### config.mk
export PLATFORM = sky130hd
export DESIGN_NAME = vga_pattern_gen
export DESIGN_NICKNAME = d
export VERILOG_FILES = /design/src/rtl/vga_pattern_gen.sv
export SDC_FILE = /design/constraint.sdc
export NUM_CORES = 1
export LEC_CHECK = 0
export ABC_AREA = 1
export ABC_CLOCK_PERIOD_IN_PS = 2550
export CORE_MARGIN = 3
export CORE_UTILIZATION = 54
export CTS_BUF_LIST = sky130_fd_sc_hd__clkbuf_8
export CTS_CLUSTER_DIAMETER = 150
export CTS_CLUSTER_SIZE = 30
export DETAILED_ROUTE_END_ITERATION = 16
export HOLD_SLACK_MARGIN = 0.08
export PLACE_DENSITY = 0.8
export SKIP_LAST_GASP = 1
export SYNTH_ARGS = -nofsm -noshare
export SYNTH_HDL_FRONTEND = slang
export SYNTH_SLANG_ARGS = --single-unit
export TNS_END_PERCENT = 20
### constraint.sdc
create_clock -name i_clk -period 2.55 [get_ports i_clk]
set_input_delay 0.3825 -clock i_clk [delete_from_list [all_inputs] [get_ports i_clk]]
set_output_delay 0.3825 -clock i_clk [all_outputs]
set_load 0.05 [all_outputs]
### src/rtl/vga_pattern_gen.sv
// Pixel-colour stage for a VGA timing chain: turns position/active/sync into
// RGB test patterns, delays the syncs to match the colour pipeline, and applies
// pattern-mode requests only at frame boundaries.
module vga_pattern_gen #(
  parameter int H_VIS     = 640,
  parameter int COLOR_W   = 4,
  parameter int BAR_SPEED = 1
) (
  input  logic               i_clk,
  input  logic               i_rst,
  input  logic               i_pix_en,
  input  logic [11:0]        i_h_pos,
  input  logic [11:0]        i_v_pos,
  input  logic               i_h_active,
  input  logic               i_v_active,
  input  logic               i_h_sync_in,
  input  logic               i_v_sync_in,
  input  logic               i_frame_start,
  input  logic [1:0]         i_mode_req,
  input  logic               i_mode_req_valid,
  output logic               o_mode_ack,
  output logic [1:0]         o_mode_cur,
  output logic [COLOR_W-1:0] o_r,
  output logic [COLOR_W-1:0] o_g,
  output logic [COLOR_W-1:0] o_b,
  output logic               o_h_sync_out,
  output logic               o_v_sync_out
);

  localparam int               BAR_W  = H_VIS / 8;
  localparam logic [COLOR_W-1:0] C_F  = {COLOR_W{1'b1}};
  localparam logic [COLOR_W-1:0] C_0  = '0;

  typedef enum logic {ST_IDLE, ST_PENDING} state_t;

  state_t      r_state;
  state_t      w_state_next;
  logic        w_ack_next;
  logic        w_capture;
  logic        w_apply;
  logic [1:0]  r_pend;
  logic [1:0]  r_mode_cur;
  logic        r_ack;
  logic [10:0] r_offset;
  logic [11:0] w_offset_sum;

  logic [11:0] r_s1_hpos;
  logic        r_s1_v4;
  logic        r_s1_active;
  logic        r_s1_hsync;
  logic        r_s1_vsync;
  logic [1:0]  r_s1_mode;
  logic [10:0] r_s1_offset;

  logic [2:0]         w_bar_idx;
  logic [11:0]        w_bar_end;
  logic [COLOR_W-1:0] w_r, w_g, w_b;
  logic [COLOR_W-1:0] r_r, r_g, r_b;
  logic               r_hsync_out, r_vsync_out;

  // Only bit 4 of the vertical position matters (checker cell row).
  logic w_unused_vpos;
  assign w_unused_vpos = ^{i_v_pos[11:5], i_v_pos[3:0]};

  // Request FSM next-state: capture in IDLE, apply in PENDING at frame start.
  always_comb begin
    w_state_next = r_state;
    w_ack_next   = 1'b0;
    w_capture    = 1'b0;
    w_apply      = 1'b0;
    case (r_state)
      ST_IDLE: begin
        if (i_mode_req_valid) begin
          w_state_next = ST_PENDING;
          w_ack_next   = 1'b1;
          w_capture    = 1'b1;
        end
      end
      ST_PENDING: begin
        if (i_frame_start && i_pix_en) begin
          w_state_next = ST_IDLE;
          w_apply      = 1'b1;
        end
      end
      default: w_state_next = ST_IDLE;
    endcase
  end

  // Request FSM state, ack pulse, pending and current mode registers.
  always_ff @(posedge i_clk) begin
    if (i_rst) begin
      r_state    <= ST_IDLE;
      r_ack      <= 1'b0;
      r_pend     <= 2'd0;
      r_mode_cur <= 2'd0;
    end else begin
      r_state <= w_state_next;
      r_ack   <= w_ack_next;
      if (w_capture) r_pend <= i_mode_req;
      if (w_apply)   r_mode_cur <= r_pend;
    end
  end

  assign w_offset_sum = {1'b0, r_offset} + 12'(BAR_SPEED);

  // Moving-bar offset: advances once per frame while mode 3 is shown,
  // restarts from 0 whenever mode 3 is newly applied.
  always_ff @(posedge i_clk) begin
    if (i_rst) begin
      r_offset <= '0;
    end else if (w_apply && r_pend == 2'd3) begin
      r_offset <= '0;
    end else if (i_frame_start && i_pix_en && r_mode_cur == 2'd3) begin
      if (w_offset_sum >= 12'(H_VIS)) r_offset <= '0;
      else                            r_offset <= w_offset_sum[10:0];
    end
  end

  // Stage 1: register pixel inputs together with the mode/offset they use,
  // so pixels in flight across a frame boundary keep the old settings.
  always_ff @(posedge i_clk) begin
    if (i_rst) begin
      r_s1_hpos   <= '0;
      r_s1_v4     <= 1'b0;
      r_s1_active <= 1'b0;
      r_s1_hsync  <= 1'b1;
      r_s1_vsync  <= 1'b1;
      r_s1_mode   <= 2'd0;
      r_s1_offset <= '0;
    end else if (i_pix_en) begin
      r_s1_hpos   <= i_h_pos;
      r_s1_v4     <= i_v_pos[4];
      r_s1_active <= i_h_active & i_v_active;
      r_s1_hsync  <= i_h_sync_in;
      r_s1_vsync  <= i_v_sync_in;
      r_s1_mode   <= r_mode_cur;
      r_s1_offset <= r_offset;
    end
  end

  // Bar index by threshold compare against multiples of the bar width.
  always_comb begin
    w_bar_idx = 3'd0;
    for (int k = 1; k < 8; k++) begin
      if (r_s1_hpos >= 12'(k * BAR_W)) w_bar_idx = 3'(k);
    end
  end

  assign w_bar_end = {1'b0, r_s1_offset} + 12'd16;

  // Colour selection from stage-1 values.
  always_comb begin
    w_r = C_0;
    w_g = C_0;
    w_b = C_0;
    if (r_s1_active) begin
      case (r_s1_mode)
        2'd1: begin
          case (w_bar_idx)
            3'd0: begin w_r = C_F; w_g = C_F; w_b = C_F; end
            3'd1: begin w_r = C_F; w_g = C_F; w_b = C_0; end
            3'd2: begin w_r = C_0; w_g = C_F; w_b = C_F; end
            3'd3: begin w_r = C_0; w_g = C_F; w_b = C_0; end
            3'd4: begin w_r = C_F; w_g = C_0; w_b = C_F; end
            3'd5: begin w_r = C_F; w_g = C_0; w_b = C_0; end
            3'd6: begin w_r = C_0; w_g = C_0; w_b = C_F; end
            default: begin w_r = C_0; w_g = C_0; w_b = C_0; end
          endcase
        end
        2'd2: begin
          if ((r_s1_hpos[4] ^ r_s1_v4) == 1'b0) begin
            w_r = C_F; w_g = C_F; w_b = C_F;
          end
        end
        2'd3: begin
          if (r_s1_hpos >= {1'b0, r_s1_offset} && r_s1_hpos < w_bar_end) begin
            w_r = C_F; w_g = C_F; w_b = C_F;
          end else begin
            w_b = C_F;
          end
        end
        default: ;
      endcase
    end
  end

  // Stage 2: registered colour and delayed syncs.
  always_ff @(posedge i_clk) begin
    if (i_rst) begin
      r_r         <= '0;
      r_g         <= '0;
      r_b         <= '0;
      r_hsync_out <= 1'b1;
      r_vsync_out <= 1'b1;
    end else if (i_pix_en) begin
      r_r         <= w_r;
      r_g         <= w_g;
      r_b         <= w_b;
      r_hsync_out <= r_s1_hsync;
      r_vsync_out <= r_s1_vsync;
    end
  end

  assign o_mode_ack   = r_ack;
  assign o_mode_cur   = r_mode_cur;
  assign o_r          = r_r;
  assign o_g          = r_g;
  assign o_b          = r_b;
  assign o_h_sync_out = r_hsync_out;
  assign o_v_sync_out = r_vsync_out;

endmodule
==> Yosys cells after proc, flatten, opt, wreduce, memory -nomap -nowiden <==
Index checks and enable logic that the tools add are counted.
{ "word_totals": {"regBits": 60, "inputBits": 35, "output_inout_bits": 17, "wordCells": 77} }
{ "op_classes": {"n_addsub": 2, "magnitude_cmp": 10, "n_eq_ne": 11, "n_mux": 25, "bitwise_logic": 3, "reduce_logical": 9} }
{ "ops": {"columns": ["op", "n"], "rows": [
  [">= comparator 12 x 9 -> 1 bit, second input constant", 3],
  ["one-hot mux 4 bit (3 select lines)", 3],
  ["two-way mux 4 bit", 8],
  [">= comparator 12 x 10 -> 1 bit, second input constant", 2],
  [">= comparator 12 x 8 -> 1 bit, second input constant", 2],
  ["two-way mux 3 bit", 6],
  ["adder 11 x 1 -> 12 bit, second input constant", 1],
  ["adder 11 x 5 -> 12 bit, second input constant", 1],
  [">= comparator 12 x 11 -> 1 bit", 1],
  [">= comparator 12 x 7 -> 1 bit, second input constant", 1],
  ["less-than comparator 12 bit", 1],
  ["OR reduction 4 bit", 3],
  ["two-way mux 11 bit", 1],
  ["equality test 3 bit, second input constant", 3],
  ["equality test 2 bit, second input constant", 4],
  ["equality test 3 x 2 -> 1 bit, second input constant", 2],
  ["two-way mux 1 bit", 6],
  ["logical AND 1 bit", 4],
  ["equality test 3 x 1 -> 1 bit, second input constant", 1],
  ["logical NOT 3 bit", 1],
  ["equality test 2 x 1 -> 1 bit, second input constant", 1],
  ["one-hot mux 1 bit (2 select lines)", 1],
  ["OR reduction 2 bit", 1],
  ["bitwise AND 1 bit", 1],
  ["other kinds (2)", 2]
]} }

==> Longest topological paths before layout <==
{ "logic_depth": {"depth_word": 13, "ltp_mapped": 14, "mapped_depth_nobuf": 14} }

==> Least setup slack after synthesis <==
OpenSTA, ideal clock, no wires.
{ "synth_timing": {"kind": "register to register", "from": "reg r_s1_offset[4]", "to": "reg r_g[2] (netlist: o_g[2])", "setup_time_ns": 0.070, "t_arrival_ns": 1.840, "required_ns": 2.480, "setup_slack_ns": 0.639, "path_stages_with_launch": 12, "n_path_buf": 0, "synth_period_minus_slack_ns": 1.911, "path_cell_list": "dfxtp_1 -> inv_1 -> nor4_1 -> nand4_1 -> ha_1 -> a21oi_1 -> nand2_1 -> nor3b_1 -> nand3_1 -> nand3_1 -> nand2_1 -> a21oi_1"} }
{ "synth_via": {"elab_chain_cells": 6, "elab_cells_between_ends": 7, "cone_classes": "add/sub (1); order compare (2); mux (3); reduce/logical (1)"} }
{ "synth_lines": {"columns": ["element", "line_no", "source"], "rows": [
  ["from (decl)", "53", "logic [10:0] r_s1_offset;"],
  ["from (signal assigned)", "137", "r_s1_offset <= r_offset;"],
  ["adder 11 x 5 -> 12 bit", "149", "assign w_bar_end = {1'b0, r_s1_offset} + 12'd16;"],
  ["less-than comparator 12 bit", "176", "if (r_s1_hpos >= {1'b0, r_s1_offset} && r_s1_hpos < w_bar_end) begin"],
  ["logical AND 1 bit (*)", "176", null],
  ["two-way mux 4 bit (*)", "176", null],
  ["one-hot mux 4 bit (3 select lines) (*)", "157", "case (r_s1_mode)"],
  ["two-way mux 4 bit (*)", "156", "if (r_s1_active) begin"],
  ["to (signal assigned)", "197", "r_g <= w_g;"],
  ["to (decl)", "58", "logic [COLOR_W-1:0] r_r, r_g, r_b;"]
]} }
Mark *: on every way between the ends. The rest lies on a longest branch, timed or not.
A chain may end at the register's enable or synchronous reset.

==> Final worst setup path <==
Ends and elaborated chain as after synthesis.

==> flow_metrics.py <==
metrics = {
    "run_status": {
        "outcome": "finished, final reports clean",
    },
    "grt": {
        "grt_pass1_vias": 2453,
        "grt_start_max_net_pins": 35,
        "grtUsageTotal_pct": 21.0,
        "antenna_found_initial": 0,
        "grt_overflow_total": 0,
        "grt_first_pass_wirelength_um": 10600,
    },
    "route": {
        "ant_nets": 0,
        "drt-pass1-iter-count": 4,
        "drc_errors": 0,
        "wl_um": 6190,
        "wl_per_cell_um": 12.5,
        "drt_iter0_markers": 107,
        "dr_total_vias": 2552,
        "viasPerCell": 5.15,
    },
    "power": {
        "p_leak_nw": 1.42,
        "vdd_ir_drop_max_uv": 318,
        "p_per_area_nw_per_um2": 519,
    },
    "layout": {
        "area_delta_synth_final_pct": 18.4,
        "diodes": 0,
        "drive_gt1_share_pct": 5.83,
        "fillers": 450,
        "regArea_um2": 1020,
        "fin_nets": 485,
        "multiInputGateArea_um2": 1510,
        "instances_no_fill": 496,
    },
    "cts": {
        "cts_sinks": 51,
        "cts.repair.resized": 0,
        "insertion_delay_ns": 0.31,
        "ctsRootBufferMaster": "clkbuf_8",
        "clock_path_buffers": 2,
        "postCtsHoldBufs": 0,
        "cts_setup_buffers": 0,
        "tritoncts": "done",
        "cts_buffers": 5,
        "clkTransAtPathRegs_ns": 0.09,
        "htreeDepth": 2,
    },
    "logic_synthesis": {
        "synthTopCellsByArea": "dfxtp_1 36%, nand2_1 10%, ha_1 9.7%, inv_1 6.9%, a21oi_1 6.7%",
        "synthArstFlopShare_pct": 0,
        "synthCells": 397,
        "synth-seq-cells": 51,
        "synth-edff-count": 0,
        "synth_commonest_cells": "76 x nand2_1, 52 x inv_1, 51 x dfxtp_1",
        "syn_area_um2": 2840,
        "yosysSeqAreaShare_pct": 35.9,
        "synth_top_area_share_pct": 35.9,
        "synth_most_common_cell": "nand2_1",
        "syn_nets": 454,
        "yosys_warnings": 0,
        "avgSynthCellArea_um2": 7.16,
        "synth_flop_cell": "dfxtp_1",
        "synth.distinct_cells": 28,
        "yosysTopAreaCell": "dfxtp_1",
    },
    "timing": {
        "setup_slack_ns": 0.317,
        "finalSetupViolations": 0,
        "min_period_ns": 2.23,
        "slew_viol_final": 0,
        "max_slew.worst_pin.slew_ns": 0.508,
        "fin_worst_skew_ns": 0.00535,
        "maxSlewHeadroom_pct": 66.0,
        "fin_tns_setup_ns": 0,
        "whs_ns": 0.464,
        "hold_viol": 0,
        "fin_crit_sh_pct": 87.6,
        "fmax_mhz": 448,
        "rsz0062_at_grt": "no",
    },
    "die": {
        "ios": 52,
        "die_area_um2": 6170,
        "initial_core_util_pct": 57.9,
        "num_rows": 25,
        "die_w_um": 78.5,
        "die_y_um": 78.5,
        "core_area_um2": 4910,
    },
    "place": {
        "dp_slack_ns": 0.389,
        "dp_hpwl_um": 4640,
        "gp_congestion": 0.890,
        "io_buffers": 40,
        "dpl.cell_count": 488,
    },
    "setup_path": {
        "critPathMaxFanout": 4,
        "r2r.worst_path.cells": 11,
        "crit_path_end_kind": "flop",
        "timing.rr.end": "o_g[2]",
        "r2r_start": "r_s1_offset[4]",
        "cp-startpoint": "r_s1_offset[4]",
        "crit_type": "reg2reg",
        "arrival_ns": 2.48,
        "critical_path.startpoint_type": "flop",
        "cp_data_required_time_ns": 2.79,
        "ff2ff_setup_slack_ns": 0.32,
    },
    "worst_hold_path": {
        "min_to": "o_h_sync_out",
        "worstHoldPathType": "reg2reg",
        "worstHoldPathCells": 2,
        "min_from": "o_h_sync_out",
    },
    "flow_run": {
        "cap_violations": 0,
    },
}
[sequential cells by signal (all words and copies together) (netlist names), 2 cells and up]
register / count
r_s1_hpos: 12
r_offset: 11
r_s1_offset: 11
o_mode_cur: 2
r_pend: 2
r_s1_mode: 2
[critical path: stages (launching register included)]
cell and delay [ns]:
dfxtp_1 0.38, inv_1 0.10, nor4_1 0.39, nand4_1 0.16
ha_1 0.34, a21oi_1 0.16, nand2_1 0.07, nor3b_1 0.19
nand3_1 0.13, nand3_1 0.08, nand2_1 0.05, a21oi_1 0.12
[area by class of cell]
class	instances	share of cell area [%]
inverters	53	5.91
clock inverters	2	1.15
repair buffers	44	12.8
flip-flops and latches	51	30.3
clock buffers	6	2.45
well taps	67	2.49
multi-input cells	273	44.8
[power breakdown]
group | total [mW] | switching (mW) | leakage, nW | internal, mW
logic | 0.286 | 0.165 | 0.942 | 0.122
registers | 0.864 | 0.0322 | 0.419 | 0.832
clock network | 0.596 | 0.273 | 0.0618 | 0.323
[worst max path at each step]
| stage | endpoint | slack (ns) |
|---|---|---|
| final | o_g[2] | 0.32 |
| after global routing | o_g[2] | 0.02 |
| after CTS | o_r[2] | 0.30 |
| after detailed placement | o_g[2] | 0.39 |
| after global placement | o_g[2] | 0.46 |
| after floorplan | o_g[2] | 0.64 |
[cell usage in the layout (no fill, tap or decap), drive strengths merged, types with 2 or more instances in the layout]
cell type,count
clkdlybuf4s50,40
nor4,2
nor2,45
nand2,79
xor2,12
nand4,5
a21oi,38
nor3,10
xnor2,2
o21ai,35
inv,53
a211oi,2
dfxtp,51
buf,4
ha,22
clkbuf,6
nor3b,2
nand3,14
[layer usage]
metal / share of wire, % / wire length [µm] / global-route usage [%] / vias to the layer above
met5: 0 / 0 / 0 / -
met4: 1.4 / 87 / 6.12 / 0
met3: 4.3 / 265 / 4.24 / 10
met2: 49 / 3010 / 37.3 / 61
met1: 46 / 2830 / 25.5 / 1152
li1: - / - / - / 1329
[through the flow]
step / cell area (µm²) / total power, mW / util (%)
CTS: 3360 / 1.76 / 68.5
detailed placement: 3240 / 1.17 / 66.0
finish: 3360 / 1.75 / 68.5
global route: 3360 / 1.84 / 68.5
floorplan: 2840 / 1.07 / -
global placement: 3240 / 1.15 / 66.0
[cells by family (layout without fill, tap and decap cells)]
group | Yosys count | after routing | synth area share, %
AO/OA/AOI/OAI | 79 | 79 | 14.5
XOR/XNOR | 14 | 14 | 4.32
adder cells (fa/ha/maj) | 22 | 22 | 9.69
buffers and inverters | 73 | 105 | 11.0
flip-flops | 51 | 51 | 35.9
AND/OR/NAND/NOR | 158 | 158 | 24.6
No activity file was read; power rests on OpenSTA's default activity.
